## src/rtl/uart_rx_framed_pkg.sv

```systemverilog
// Shared constants, FSM state encoding and helper for the UART receive path.
// Latency: n/a (declarations only).
// Backpressure: n/a.
package uart_rx_framed_pkg;

  localparam int   UART_CLKS_PER_BIT = 1085;  // 125 MHz / 115200 baud
  localparam int   UART_DATA_WIDTH   = 8;
  localparam logic START_BIT         = 1'b0;
  localparam logic STOP_BIT          = 1'b1;
  localparam int   CLK_PERIOD_NS     = 8;

  typedef enum logic [1:0] {
    RX_IDLE  = 2'd0,
    RX_START = 2'd1,
    RX_DATA  = 2'd2,
    RX_STOP  = 2'd3
  } rx_state_t;

  // 2-of-3 vote used to filter single-cycle noise on the sampled line.
  function automatic logic maj3(input logic a, input logic b, input logic c);
    return (a & b) | (a & c) | (b & c);
  endfunction

endpackage

```

## src/rtl/uart_rx_framed_bit_sampler.sv

```systemverilog
// Line front end: 2-flop synchroniser, falling-edge detect, 3-sample majority vote.
// Latency: 2 cycles from i_rx_serial to the synchronised line; outputs are combinational from it.
// Backpressure: none, free-running every cycle.
//
// Ports:
//   sysclk, rst_n  clock, async active-low reset (all flops reset to idle-high)
//   i_rx_serial    raw asynchronous serial line
//   o_fall_edge    synchronised line was 1 last cycle and is 0 this cycle
//   o_maj_bit      majority of the synchronised line over this and the two previous cycles
module uart_rx_framed_bit_sampler
  import uart_rx_framed_pkg::*;
(
  input  logic sysclk,
  input  logic rst_n,
  input  logic i_rx_serial,
  output logic o_fall_edge,
  output logic o_maj_bit
);

  logic r_sync1;
  logic r_sync2;
  logic r_hist0;  // synchronised line one cycle ago
  logic r_hist1;  // synchronised line two cycles ago

  always_ff @(posedge sysclk or negedge rst_n) begin
    if (!rst_n) begin
      r_sync1 <= 1'b1;
      r_sync2 <= 1'b1;
      r_hist0 <= 1'b1;
      r_hist1 <= 1'b1;
    end else begin
      r_sync1 <= i_rx_serial;
      r_sync2 <= r_sync1;
      r_hist0 <= r_sync2;
      r_hist1 <= r_hist0;
    end
  end

  assign o_fall_edge = r_hist0 & ~r_sync2;
  // When the bit counter sits at MID+1 this votes over counts MID-1, MID, MID+1.
  assign o_maj_bit   = maj3(r_hist1, r_hist0, r_sync2);

endmodule

```

## src/rtl/uart_rx_framed.sv

```systemverilog
// UART receiver: deserialises 1 start + DATA_WIDTH data (LSB first) + 1 stop bit into bytes.
// Latency: byte registered on the edge after the stop-bit sample (counter at MID+1 of the stop bit).
// Backpressure: o_valid held until i_ready; a byte completing while one is held and not
//               accepted is dropped and flagged on sticky o_overrun.
//
// Ports:
//   sysclk, rst_n  clock, async active-low reset
//   i_rx_serial    raw serial line, idle high
//   i_ready        consumer accepts o_data when o_valid & i_ready
//   i_clr_err      clears o_overrun (a new overrun in the same cycle wins)
//   o_data         received byte, stable while o_valid
//   o_valid        byte available
//   o_busy         receiver is inside a frame (FSM not idle)
//   o_frame_err    one-cycle pulse when the stop bit is sampled low
//   o_overrun      sticky: a completed byte was dropped
module uart_rx_framed
  import uart_rx_framed_pkg::*;
#(
  parameter int CLKS_PER_BIT = UART_CLKS_PER_BIT,
  parameter int DATA_WIDTH   = UART_DATA_WIDTH
) (
  input  logic                  sysclk,
  input  logic                  rst_n,
  input  logic                  i_rx_serial,
  input  logic                  i_ready,
  input  logic                  i_clr_err,
  output logic [DATA_WIDTH-1:0] o_data,
  output logic                  o_valid,
  output logic                  o_busy,
  output logic                  o_frame_err,
  output logic                  o_overrun
);

  localparam int MID   = CLKS_PER_BIT / 2;
  localparam int CNT_W = $clog2(CLKS_PER_BIT);
  localparam int IDX_W = (DATA_WIDTH > 1) ? $clog2(DATA_WIDTH) : 1;

  localparam logic [CNT_W-1:0] CNT_LAST   = CNT_W'(CLKS_PER_BIT - 1);
  localparam logic [CNT_W-1:0] CNT_SAMPLE = CNT_W'(MID + 1);
  localparam logic [IDX_W-1:0] IDX_LAST   = IDX_W'(DATA_WIDTH - 1);

  rx_state_t             r_state;
  rx_state_t             w_state_nxt;
  logic [CNT_W-1:0]      r_cnt;
  logic [IDX_W-1:0]      r_idx;
  logic [DATA_WIDTH-1:0] r_shift;
  logic [DATA_WIDTH-1:0] r_data;
  logic                  r_valid;
  logic                  r_frame_err;
  logic                  r_overrun;

  logic w_fall_edge;
  logic w_maj_bit;
  logic w_at_sample;
  logic w_shift_en;
  logic w_byte_done;
  logic w_stop_bad;

  uart_rx_framed_bit_sampler u_sampler (
    .sysclk      (sysclk),
    .rst_n       (rst_n),
    .i_rx_serial (i_rx_serial),
    .o_fall_edge (w_fall_edge),
    .o_maj_bit   (w_maj_bit)
  );

  assign w_at_sample = (r_cnt == CNT_SAMPLE);

  always_ff @(posedge sysclk or negedge rst_n) begin
    if (!rst_n) r_state <= RX_IDLE;
    else        r_state <= w_state_nxt;
  end

  // Every state change inside a frame happens at a sample point; the counter keeps
  // running, so the next MID+1 falls in the following bit.
  always_comb begin
    w_state_nxt = r_state;
    w_shift_en  = 1'b0;
    w_byte_done = 1'b0;
    w_stop_bad  = 1'b0;
    case (r_state)
      RX_IDLE: begin
        if (w_fall_edge) w_state_nxt = RX_START;
      end
      RX_START: begin
        if (w_at_sample) w_state_nxt = (w_maj_bit == START_BIT) ? RX_DATA : RX_IDLE;
      end
      RX_DATA: begin
        if (w_at_sample) begin
          w_shift_en = 1'b1;
          if (r_idx == IDX_LAST) w_state_nxt = RX_STOP;
        end
      end
      RX_STOP: begin
        if (w_at_sample) begin
          w_state_nxt = RX_IDLE;
          if (w_maj_bit == STOP_BIT) w_byte_done = 1'b1;
          else                       w_stop_bad  = 1'b1;
        end
      end
      default: w_state_nxt = RX_IDLE;
    endcase
  end

  // The edge-detect cycle is count 0 of the start bit, so the first in-frame cycle is count 1.
  always_ff @(posedge sysclk or negedge rst_n) begin
    if (!rst_n)                 r_cnt <= '0;
    else if (r_state == RX_IDLE) r_cnt <= w_fall_edge ? CNT_W'(1) : '0;
    else if (r_cnt == CNT_LAST)  r_cnt <= '0;
    else                         r_cnt <= r_cnt + CNT_W'(1);
  end

  always_ff @(posedge sysclk or negedge rst_n) begin
    if (!rst_n) begin
      r_idx   <= '0;
      r_shift <= '0;
    end else begin
      if (r_state != RX_DATA) r_idx <= '0;
      else if (w_shift_en)    r_idx <= r_idx + IDX_W'(1);
      // LSB arrives first, so shift right and enter at the top.
      if (w_shift_en) r_shift <= {w_maj_bit, r_shift[DATA_WIDTH-1:1]};
    end
  end

  always_ff @(posedge sysclk or negedge rst_n) begin
    if (!rst_n) begin
      r_data      <= '0;
      r_valid     <= 1'b0;
      r_frame_err <= 1'b0;
      r_overrun   <= 1'b0;
    end else begin
      r_frame_err <= w_stop_bad;
      if (w_byte_done) begin
        // Held byte not taken this cycle: keep it, drop the new one.
        if (!r_valid || i_ready) begin
          r_data  <= r_shift;
          r_valid <= 1'b1;
        end
      end else if (r_valid && i_ready) begin
        r_valid <= 1'b0;
      end
      if (w_byte_done && r_valid && !i_ready) r_overrun <= 1'b1;
      else if (i_clr_err)                     r_overrun <= 1'b0;
    end
  end

  assign o_data      = r_data;
  assign o_valid     = r_valid;
  assign o_busy      = (r_state != RX_IDLE);
  assign o_frame_err = r_frame_err;
  assign o_overrun   = r_overrun;

endmodule

```

## config.mk

```make
export PLATFORM = sky130hd
export DESIGN_NAME = uart_rx_framed
export DESIGN_NICKNAME = d
export VERILOG_FILES = /design/src/rtl/uart_rx_framed_pkg.sv /design/src/rtl/uart_rx_framed_bit_sampler.sv /design/src/rtl/uart_rx_framed.sv
export SDC_FILE = /design/constraint.sdc
export NUM_CORES = 1
export LEC_CHECK = 0
export BUFFER_PORTS_ARGS = -buffer_cell sky130_fd_sc_hd__buf_2
export CORE_MARGIN = 1
export CORE_UTILIZATION = 40
export DETAILED_ROUTE_END_ITERATION = 10
export GPL_TIMING_DRIVEN = 0
export SLEW_MARGIN = 10
export SYNTH_ARGS = -nofsm -noshare
export SYNTH_HDL_FRONTEND = slang
export SYNTH_HIERARCHICAL = 1
export SYNTH_SLANG_ARGS = --single-unit
export TNS_END_PERCENT = 50
```

## constraint.sdc

```tcl
create_clock -name sysclk -period 4.8 [get_ports sysclk]
set_clock_uncertainty 0.1 [all_clocks]
set_input_delay 0.48 -clock sysclk [delete_from_list [all_inputs] [get_ports sysclk]]
set_output_delay 0.48 -clock sysclk [all_outputs]
set_load 0.02 [all_outputs]
```

==> summary.log, run 1 <==
INFO  synthesis      syn_inst=134
INFO  timing         finalSetupTns=0ps
INFO  global_routing grt_first_pass_wirelength=4750um
INFO  drt            first_iter_violations=65
INFO  critical_path  critical_path_arrival=2380ps
INFO  place          placedInstanceArea=1810squm
INFO  die            start_util=41.7%
INFO  synthesis      synthDominantAreaCellType=sky130_fd_sc_hd__dfrtp_1
INFO  power          finalPower=0.771mW
INFO  place          finalWeightedCongestion=0.780
INFO  cells_and_area final_area=1920squm
INFO  critical_path  worstReg2RegEnd=r_shift[1]
INFO  power          ir_drop=0.000258V
INFO  critical_path  timing.critical_path.buf_inv=0
INFO  timing         timing_max_transition_violations_final=0
INFO  die            floorplan.die_area=4430squm
INFO  synthesis      number_of_nets_produced_by_synthesis=143
INFO  clocking       tritoncts_clock_tree=done
INFO  cells_and_area layoutNonFillerInstCount=208
INFO  clocking       h-tree-depth=2
INFO  drt            ant_nets=0
INFO  worst_hold_path holdCritPathClass=primary input to async pin
INFO  power          cellPowerDensity=401nW/um^2
INFO  cells_and_area layout.area.seq=981squm
INFO  synthesis      ys.warnings.count=6
INFO  critical_path  reg2reg_from=r_cnt[7]
INFO  place          portBuffers=16
INFO  critical_path  nature_of_the_critical_path_startpoint=flip-flop
INFO  cells_and_area area.growth.synth_to_final=15.3%
INFO  drt            detail_route.first_pass.iterations=4
INFO  place          dp_hpwl=1890um
INFO  synthesis      seq_area_frac_synth=58.8%
INFO  global_routing number_of_global_route_vias_before_repair=1067
INFO  clocking       clock_latency=290ps
INFO  cells_and_area fill_cells=357
INFO  critical_path  cp_max_fo=8
INFO  synthesis      yosys_register_bits=39
INFO  global_routing track_usage=14.7%
INFO  critical_path  critical_path_required=4880ps
INFO  drt            dr_total_vias=1016
INFO  die            std_cell_rows=23
INFO  run_status     run_status=finished clean
INFO  critical_path  crit_path_max_incr_delay=460ps
INFO  die            ioPinCount=17
INFO  timing         grt_setup_unrepaired=no
INFO  place          placed_cells_incl_taps=200
INFO  timing         tightestPinTransition=832ps
INFO  critical_path  crit_chain=or3_4, nor4_4, nor3b_4, mux2_2
INFO  clocking       cts-buffers-inserted=5
INFO  timing         fin_crit=2300ps
INFO  critical_path  critical-path-top-delay-family=simple AND/OR/NAND/NOR gates
INFO  critical_path  rrSetupSlack=2500ps
INFO  timing         setup_slack=2500ps
INFO  cells_and_area post_route_cells_drive_above_1_share=32.3%
INFO  critical_path  critical_path.endpoint_type=flip-flop
INFO  timing         finalSetupViolCount=0
INFO  synthesis      synth.top_cells.by_area=sky130_fd_sc_hd__dfrtp_1 (53%), sky130_fd_sc_hd__mux2_2 (11%), sky130_fd_sc_hd__dfstp_2 (6.3%), sky130_fd_sc_hd__xnor2_1 (3.7%), sky130_fd_sc_hd__nor2_1 (3.6%)
INFO  clocking       cts.root.buffer_cell=sky130_fd_sc_hd__clkbuf_8
INFO  cells_and_area total_number_of_nets_in_the_final_design=166
INFO  place          dpl_worst_slack=2510ps
INFO  critical_path  cpMaxStageDelayCell=sky130_fd_sc_hd__nor3b_4
INFO  cells_and_area postLayoutCoreUtil=48.1%
INFO  synthesis      synth.lib_cells_used.distinct=30
INFO  global_routing grt_overflow=0
INFO  timing         worst_hold_slack=186ps
INFO  timing         timing.slew.headroom=44.6%
INFO  timing         max_clock_freq=435MHz
INFO  synthesis      synth_largest_type_area_fraction=52.5%
INFO  clocking       cts.repair_timing.setup_buffer_count=0
INFO  power          power_leakage=0.947nW
INFO  cells_and_area multi_input_comb_area=649squm
INFO  synthesis      syn_area_per_cell=12.4squm
INFO  cells_and_area antenna_cells=0
INFO  die            dieHeight=66.6um
INFO  drt            wire_per_inst=13.0um
INFO  clocking       postCtsResizedCells=0
INFO  drt            route.detailed.drc=0
INFO  global_routing grt_max_degree=40
INFO  critical_path  worstRegToRegCells=4
INFO  critical_path  timing_worst_setup_path_type=flip-flop to flip-flop
INFO  timing         hold_viol_final=0
INFO  clocking       clkSlewWorstSetupHoldPaths=80ps
INFO  clocking       clock_sinks=39
INFO  drt            drt-vias-per-instance=4.88
INFO  clocking       hold_buffers=0
INFO  die            core-area=4000squm
INFO  drt            wirelength=2700um
INFO  run            timing.max_cap.violations=0
INFO  synthesis      synth.cell_area=1670squm
INFO  global_routing initial_antenna_violation_count=0
INFO  timing         finalCritPeriodShare=47.9%
INFO  die            die-width=66.6um
INFO  clocking       clock_path_buffers=2
cells in the mapped netlist (all sizes together):
cell / n
inv: 8
a21boi: 1
a21oi: 1
ha: 4
nand3: 6
nor3b: 1
xnor2: 7
nor2: 16
or3: 1
clkbuf: 2
and3: 1
xor2: 3
or4: 1
nor4: 2
mux2i: 2
mux2: 17
or2: 1
o22ai: 2
nand4: 1
dfrtp: 35
nand4b: 1
nand2b: 2
o31ai: 1
nand2: 7
maj3: 1
or3b: 1
nor2b: 1
dfstp: 4
nor3: 4
cells in the final DEF, fill, tap and decap left out, types with 2 or more instances in the layout:
cell type and instances:
sky130_fd_sc_hd__nand2b_1 2, sky130_fd_sc_hd__ha_1 4, sky130_fd_sc_hd__dfstp_2 4, sky130_fd_sc_hd__inv_1 8
sky130_fd_sc_hd__clkbuf_8 5, sky130_fd_sc_hd__xnor2_1 7, sky130_fd_sc_hd__nand3_1 6, sky130_fd_sc_hd__o22ai_1 2
sky130_fd_sc_hd__xor2_1 3, sky130_fd_sc_hd__nor3_1 4, sky130_fd_sc_hd__mux2i_1 2, sky130_fd_sc_hd__nor2_1 16
sky130_fd_sc_hd__clkbuf_1 2, sky130_fd_sc_hd__nand2_1 7, sky130_fd_sc_hd__mux2_2 17, sky130_fd_sc_hd__dfrtp_1 35
sky130_fd_sc_hd__buf_2 16
state kept, by name, indices dropped and copies added, names as in the netlist, named ones only:
name / cells
u_sampler/r_sync1: 1
u_sampler/r_hist0: 1
o_overrun: 1
r_shift: 8
r_state: 1
o_frame_err: 1
r_cnt: 11
o_valid: 1
u_sampler/r_sync2: 1
o_data: 8
u_sampler/r_hist1: 1
r_idx: 3
cells by family (layout without fill, tap and decap cells):
group / Yosys count / count (layout) / synth area share [%]
xor+xnor: 10 / 10 / 5.25
buf+inv: 10 / 34 / 2.25
flops: 39 / 39 / 58.8
simple gates: 46 / 46 / 15.4
compound gates: 5 / 5 / 1.95
mux: 19 / 19 / 12.7
fa+ha+maj: 5 / 5 / 3.68
worst max path at each step:
stage	from	endpoint	depth (start not counted)
2_1_floorplan	r_cnt[7]	r_shift[0]	4
3_3_place_gp	r_cnt[7]	r_shift[1]	4
3_5_place_dp	r_cnt[7]	r_shift[1]	4
4_1_cts	r_cnt[7]	r_shift[1]	4
5_1_grt	r_cnt[7]	r_shift[1]	4
6_report	r_cnt[7]	r_shift[1]	4
cell type report:
cell class / instances / share of cell area (%)
flip-flops and latches: 39 / 51.0
clock buffers: 5 / 3.58
repair buffers: 16 / 4.16
multi-input cells: 85 / 33.8
well taps: 50 / 3.25
plain buffers: 2 / 0.390
clock inverters: 3 / 2.28
inverters: 8 / 1.56
power breakdown:
group / internal (mW) / switching, mW / leakage [nW]
Sequential: 0.361 / 0.0372 / 0.513
Combinational: 0.0449 / 0.0572 / 0.376
Clock: 0.155 / 0.115 / 0.0581
Total: 0.561 / 0.210 / 0.947
worst reg2reg max path, cell delays in order, from the launching register on:
cell	delay [ps]
sky130_fd_sc_hd__dfrtp_1	420
sky130_fd_sc_hd__or3_4	430
sky130_fd_sc_hd__nor4_4	380
sky130_fd_sc_hd__nor3b_4	460
sky130_fd_sc_hd__mux2_2	400
per-layer routing:
| metal | global-route usage [%] | up-vias | share of wire [%] |
|---|---|---|---|
| met5 | 0 | - | 0 |
| met4 | 7.18 | 0 | 1.4 |
| met3 | 4.11 | 4 | 2.9 |
| met2 | 24.6 | 16 | 49 |
| met1 | 17.0 | 497 | 46 |
| li1 | - | 499 | - |
Note: power is estimated with default switching activity, not from simulation.
==> run 2: changes to the inputs <==
clock period = 2 ns   (was 4.8 ns; I/O delays follow)
==> summary.log, run 2 (synthesis results as in run 1) <==
INFO  cells_and_area area.growth.synth_to_final=25.7%
INFO  timing         timing.slew.headroom=43.9%
INFO  clocking       clock_latency=290ps
INFO  run_status     run_status=finished clean
INFO  drt            wire_per_inst=13.4um
INFO  clocking       clock_sinks=39
INFO  critical_path  critical_path_required=2080ps
INFO  global_routing grt_max_degree=40
INFO  clocking       clkSlewWorstSetupHoldPaths=80ps
INFO  die            dieHeight=66.6um
INFO  global_routing grt_first_pass_wirelength=4910um
INFO  timing         timing_max_transition_violations_final=0
INFO  run            timing.max_cap.violations=0
INFO  timing         worst_hold_slack=166ps
INFO  clocking       cts-buffers-inserted=5
INFO  critical_path  critical_path.endpoint_type=flip-flop
INFO  global_routing track_usage=15.2%
INFO  drt            ant_nets=0
INFO  place          portBuffers=16
INFO  timing         finalCritPeriodShare=97.0%
INFO  die            std_cell_rows=23
INFO  clocking       tritoncts_clock_tree=done
INFO  drt            wirelength=2950um
INFO  die            start_util=41.7%
INFO  timing         hold_viol_final=0
INFO  cells_and_area layout_common_cells=sky130_fd_sc_hd__dfrtp_1 (35), sky130_fd_sc_hd__nor2_1 (16), sky130_fd_sc_hd__buf_2 (16)
INFO  critical_path  cp_max_fo=4
INFO  drt            route.detailed.drc=0
INFO  cells_and_area mostFrequentLayoutCell=sky130_fd_sc_hd__dfrtp_1
INFO  cells_and_area largest_register=r_cnt
INFO  cells_and_area flip_flop_count_of_the_largest_register_all_copies_and_words_added=11
INFO  die            ioPinCount=17
INFO  clocking       cts.root.buffer_cell=sky130_fd_sc_hd__clkbuf_8
INFO  cells_and_area post_route_cells_drive_above_1_share=39.2%
INFO  clocking       clock_path_buffers=2
INFO  cells_and_area multi_input_comb_area=701squm
INFO  die            core-area=4000squm
INFO  worst_hold_path holdCritPathClass=primary input to flip-flop
INFO  drt            first_iter_violations=49
INFO  critical_path  critical_path_arrival=2020ps
INFO  global_routing grt_overflow=0
INFO  cells_and_area total_number_of_nets_in_the_final_design=179
INFO  cells_and_area antenna_cells=0
INFO  power          ir_drop=0.000619V
INFO  cells_and_area postLayoutCoreUtil=52.4%
INFO  power          cellPowerDensity=910nW/um^2
INFO  timing         grt_setup_unrepaired=yes
INFO  drt            drt-vias-per-instance=4.94
INFO  drt            dr_total_vias=1092
INFO  global_routing number_of_global_route_vias_before_repair=1082
INFO  cells_and_area fill_cells=346
INFO  power          power_leakage=1.03nW
INFO  timing         fin_crit=1940ps
INFO  place          dp_hpwl=1870um
INFO  critical_path  timing_worst_setup_path_type=flip-flop to flip-flop
INFO  global_routing initial_antenna_violation_count=0
INFO  timing         tightestPinTransition=842ps
INFO  clocking       h-tree-depth=2
INFO  cells_and_area layout.area.seq=981squm
INFO  place          finalWeightedCongestion=0.812
INFO  timing         max_clock_freq=515MHz
INFO  critical_path  nature_of_the_critical_path_startpoint=flip-flop
INFO  timing         finalSetupViolCount=0
INFO  die            floorplan.die_area=4430squm
INFO  drt            detail_route.first_pass.iterations=2
INFO  die            die-width=66.6um
## run 2: changes by cell type in the layout (fill, tap and decap cells not counted), moves of 2 or more
cell,before,now
sky130_fd_sc_hd__buf_4,0,10
sky130_fd_sc_hd__clkbuf_1,2,0
sky130_fd_sc_hd__dlygate4sd3_1,0,3
sky130_fd_sc_hd__mux2_2,17,9
sky130_fd_sc_hd__mux2_4,0,8
## run 2: repair_timing
action | 4_1_cts | 5_1_grt
endpoints found under the setup margin | 19 | 30
gates resized for setup | 1 | 17
gates cloned | 0 | 0
pin swaps | 2 | 3
buffers inserted | 5 | 5
hold buffers | 3 | 0
endpoints found under the hold margin | 37 | 0
## run 2: through the flow
| step | TNS (ps) | total power [mW] | area, sq um | setup slack [ps] | cells |
|---|---|---|---|---|---|
| global placement | -2420 | 1.20 | 1810 | -196 | 200 |
| global route | -143 | 2.02 | 2100 | -22.0 | 221 |
| floorplan | 0 | 1.14 | 1670 | 8.47 | 134 |
| CTS | -10.8 | 1.88 | 2010 | -6.25 | 216 |
| detailed placement | -2750 | 1.21 | 1810 | -205 | 200 |
| finish | 0 | 1.91 | 2100 | 59.9 | 221 |
## run 2: final cells by class
| cell class | instances | area share (%) |
|---|---|---|
| buffer | 2 | 0.597 |
| clock buffer | 5 | 3.28 |
| clock inverter | 3 | 2.09 |
| inverter | 8 | 1.43 |
| multi-input combinational | 85 | 33.4 |
| sequential | 39 | 46.8 |
| tap | 50 | 2.98 |
| timing repair buffer | 29 | 9.43 |
## run 2: final timing paths
path / start / end / slack, ps / cells after the start
worst max-delay path: r_cnt[7] / r_idx[2] / 60 / 5
worst min-delay path: i_ready / o_valid / 170 / 3
worst max register to register: r_cnt[7] / r_idx[2] / 60 / 5
worst min register to register: u_sampler/r_sync1 / u_sampler/r_sync2 / 260 / 0
max in group asynchronous: rst_n / r_cnt[2] / 820 / 2
min in group asynchronous: rst_n / o_data[5] / 440 / 2
## run 2: worst max-delay path, stage by stage, from the launching register on
cell and delay, ps:
sky130_fd_sc_hd__dfrtp_1 390, sky130_fd_sc_hd__or3_4 420, sky130_fd_sc_hd__or4_4 540, sky130_fd_sc_hd__buf_4 170
sky130_fd_sc_hd__mux2i_1 150, sky130_fd_sc_hd__nor2_1 60
## run 2: power breakdown
| group | leakage [nW] | internal [mW] | switching (mW) |
|---|---|---|---|
| logic | 0.458 | 0.145 | 0.156 |
| registers | 0.513 | 0.867 | 0.0896 |
| clock network | 0.0581 | 0.371 | 0.279 |
## run 2: routing by layer
metal  up-vias  track usage [%]  part of all wire (%)
met2        16             23.4                    48
met5         -                0                     0
met4         0             8.51                   1.9
li1        525                -                     -
met1       543             18.5                    46
met3         8             4.97                   4.1
==> run 3: changes to the inputs <==
--- a/config.mk
+++ b/config.mk
@@ -8,3 +8,3 @@
 export BUFFER_PORTS_ARGS = -buffer_cell sky130_fd_sc_hd__buf_2
-export CORE_MARGIN = 1
+export CORE_MARGIN = 2
 export CORE_UTILIZATION = 40
--- a/constraint.sdc
+++ b/constraint.sdc
@@ -4,2 +4,2 @@
 set_output_delay 0.2 -clock sysclk [all_outputs]
-set_load 0.02 [all_outputs]
+set_load 0.005 [all_outputs]
==> summary.log, run 3 (synthesis results as in run 1) <==
INFO  critical_path  worstRegToRegCells=4
INFO  cells_and_area total_number_of_nets_in_the_final_design=176
INFO  global_routing grt_use_met2=23.3%
INFO  clocking       cts.root.buffer_cell=sky130_fd_sc_hd__clkbuf_8
INFO  run_status     run_status=finished clean
INFO  global_routing track_usage=14.0%
INFO  clocking       h-tree-depth=2
INFO  drt            wirelength=2840um
INFO  power          ir_drop=0.000461V
INFO  global_routing grt_first_pass_wirelength=4760um
INFO  timing         timing_max_transition_violations_final=0
INFO  clocking       clock_path_buffers=2
INFO  die            std_cell_rows=23
INFO  timing         grt_setup_unrepaired=yes
INFO  timing         finalCritPeriodShare=98.1%
INFO  critical_path  critical_path_arrival=2030ps
INFO  power          cellInternalPower=1.26mW
INFO  clocking       clock_latency=280ps
INFO  critical_path  timing_worst_setup_path_type=flip-flop to flip-flop
INFO  power          total_switching_power=0.509mW
INFO  clocking       clkSlewWorstSetupHoldPaths=80ps
INFO  global_routing global_route.usage.met1=16.8%
INFO  cells_and_area largest_register=r_cnt
INFO  place          placed_cells_incl_taps=200
INFO  global_routing number_of_global_route_vias_before_repair=1057
INFO  timing         setup_slack=38.7ps
INFO  drt            dr_total_vias=1065
INFO  cells_and_area post_route_cells_drive_above_1_share=36.9%
INFO  die            die-width=68.6um
INFO  drt            first_iter_violations=17
INFO  cells_and_area antenna_cells=0
INFO  drt            ant_nets=0
INFO  run            timing.max_cap.violations=0
INFO  timing         finalSetupViolCount=0
INFO  die            floorplan.die_area=4700squm
INFO  power          power.share.switching=28.8%
INFO  clocking       tritoncts_clock_tree=done
INFO  critical_path  cp_num_cells=4
INFO  critical_path  nature_of_the_critical_path_startpoint=flip-flop
INFO  global_routing initial_antenna_violation_count=0
INFO  die            ioPinCount=17
INFO  global_routing grt_overflow=0
INFO  place          dpl_worst_slack=-218ps
INFO  critical_path  critical_path.endpoint_type=flip-flop
INFO  timing         tightestPinTransition=847ps
INFO  power          p_seq_share=53.5%
INFO  timing         timing.slew.headroom=43.5%
INFO  cells_and_area layoutNonFillerInstCount=218
INFO  critical_path  cp_max_fo=4
INFO  timing         finalSetupTns=0ps
INFO  worst_hold_path worst_hold_path_cells=3
INFO  drt            detail_route.first_pass.iterations=4
INFO  critical_path  cpMaxStageDelayCell=sky130_fd_sc_hd__or4_1
INFO  die            start_util=41.7%
INFO  global_routing grtUsageMet3=4.22%
INFO  place          dp_hpwl=1950um
INFO  drt            wire_per_inst=13.0um
INFO  critical_path  crit_path_max_incr_delay=680ps
INFO  power          share_of_total_power_in_the_clock_network=28.6%
INFO  die            dieHeight=68.6um
INFO  timing         hold_viol_final=0
INFO  worst_hold_path holdCritPathClass=primary input to flip-flop
INFO  clocking       cts-buffers-inserted=5
INFO  die            core-area=4000squm
INFO  cells_and_area area.growth.synth_to_final=20.7%
INFO  drt            drt-vias-per-instance=4.89
INFO  cells_and_area flip_flop_count_of_the_largest_register_all_copies_and_words_added=11
INFO  drt            route.detailed.drc=0
INFO  place          portBuffers=16
INFO  global_routing gr-max-usage-layer=met2
INFO  timing         fin_crit=1960ps
INFO  timing         max_clock_freq=510MHz
INFO  global_routing grt_max_degree=40
INFO  power          cellPowerDensity=879nW/um^2
INFO  critical_path  critical-path-top-delay-family=simple AND/OR/NAND/NOR gates
INFO  clocking       clock_sinks=39
INFO  cells_and_area layout_common_cells=sky130_fd_sc_hd__dfrtp_1 (35), sky130_fd_sc_hd__mux2_2 (17), sky130_fd_sc_hd__nor2_1 (16), sky130_fd_sc_hd__buf_2 (16), sky130_fd_sc_hd__inv_1 (8)
INFO  critical_path  rrSetupSlack=40ps
INFO  power          combPwrFrac=17.9%
INFO  critical_path  critical_path_required=2070ps
INFO  place          finalWeightedCongestion=0.783
INFO  power          power_leakage=0.989nW
INFO  power          finalPower=1.77mW
INFO  critical_path  timing.critical_path.buf_inv=0
INFO  critical_path  crit_chain=or3_4, or4_1, mux2i_1, nor2_1
INFO  cells_and_area mostFrequentLayoutCell=sky130_fd_sc_hd__dfrtp_1
==> run 3: final timing paths <==
path | to | start
max | r_idx[2] | r_cnt[7]
max in group asynchronous | r_idx[2] | rst_n
min | o_valid | i_ready
min in group asynchronous | o_data[4] | rst_n
min reg2reg | u_sampler/r_sync2 | u_sampler/r_sync1
max reg2reg | r_idx[2] | r_cnt[7]
==> run 3: per-layer routing <==
layer	vias to the layer above	share of wire [%]	routed length (um)
li1	519	-	-
met1	531	46	1310
met2	13	50	1420
met3	2	3.1	89
met4	0	0.84	24
met5	-	0	0
==> run 3: power groups by stage <==
stage / logic, mW / registers (mW) / clock network (mW)
after floorplan: 0.190 / 0.948 / 0
after global placement: 0.235 / 0.962 / 0
after detailed placement: 0.255 / 0.969 / 0
after CTS: 0.308 / 0.943 / 0.524
after global routing: 0.355 / 0.954 / 0.570
final: 0.316 / 0.947 / 0.506
==> run 3: area by class of cell <==
type,count,area [sq um]
clock buffer,6,72.6
timing repair buffer,27,183
inverter,8,30.0
fill,359,1990
multi-input combinational,85,667
clock inverter,2,12.5
buffer,1,5.00
sequential,39,981
tap,50,62.6
==> run 3: repair_timing <==
item                                    4_1_cts  5_1_grt
endpoints found under the hold margin        37        0
gates resized for setup                       1        5
buffers inserted                              7        1
gates cloned                                  0        0
hold buffers                                  3        0
endpoints found under the setup margin       19       31
pin swaps                                     2        2
==> run 3: tightest hold or removal path, delay by kind of cell <==
family	cells	cell delay (ps)
buffers and inverters	1	80
and+or+nand+nor	2	260
==> run 3: per-stage QoR <==
step           cell area, sq um  hold slack, ps  util (%)
6_report                   2010             191      50.3
5_1_grt                    2010             220      50.3
4_1_cts                    1990             149      49.8
3_5_place_dp               1810             208      45.3
3_3_place_gp               1810             207      45.3
2_1_floorplan              1670            -196         -
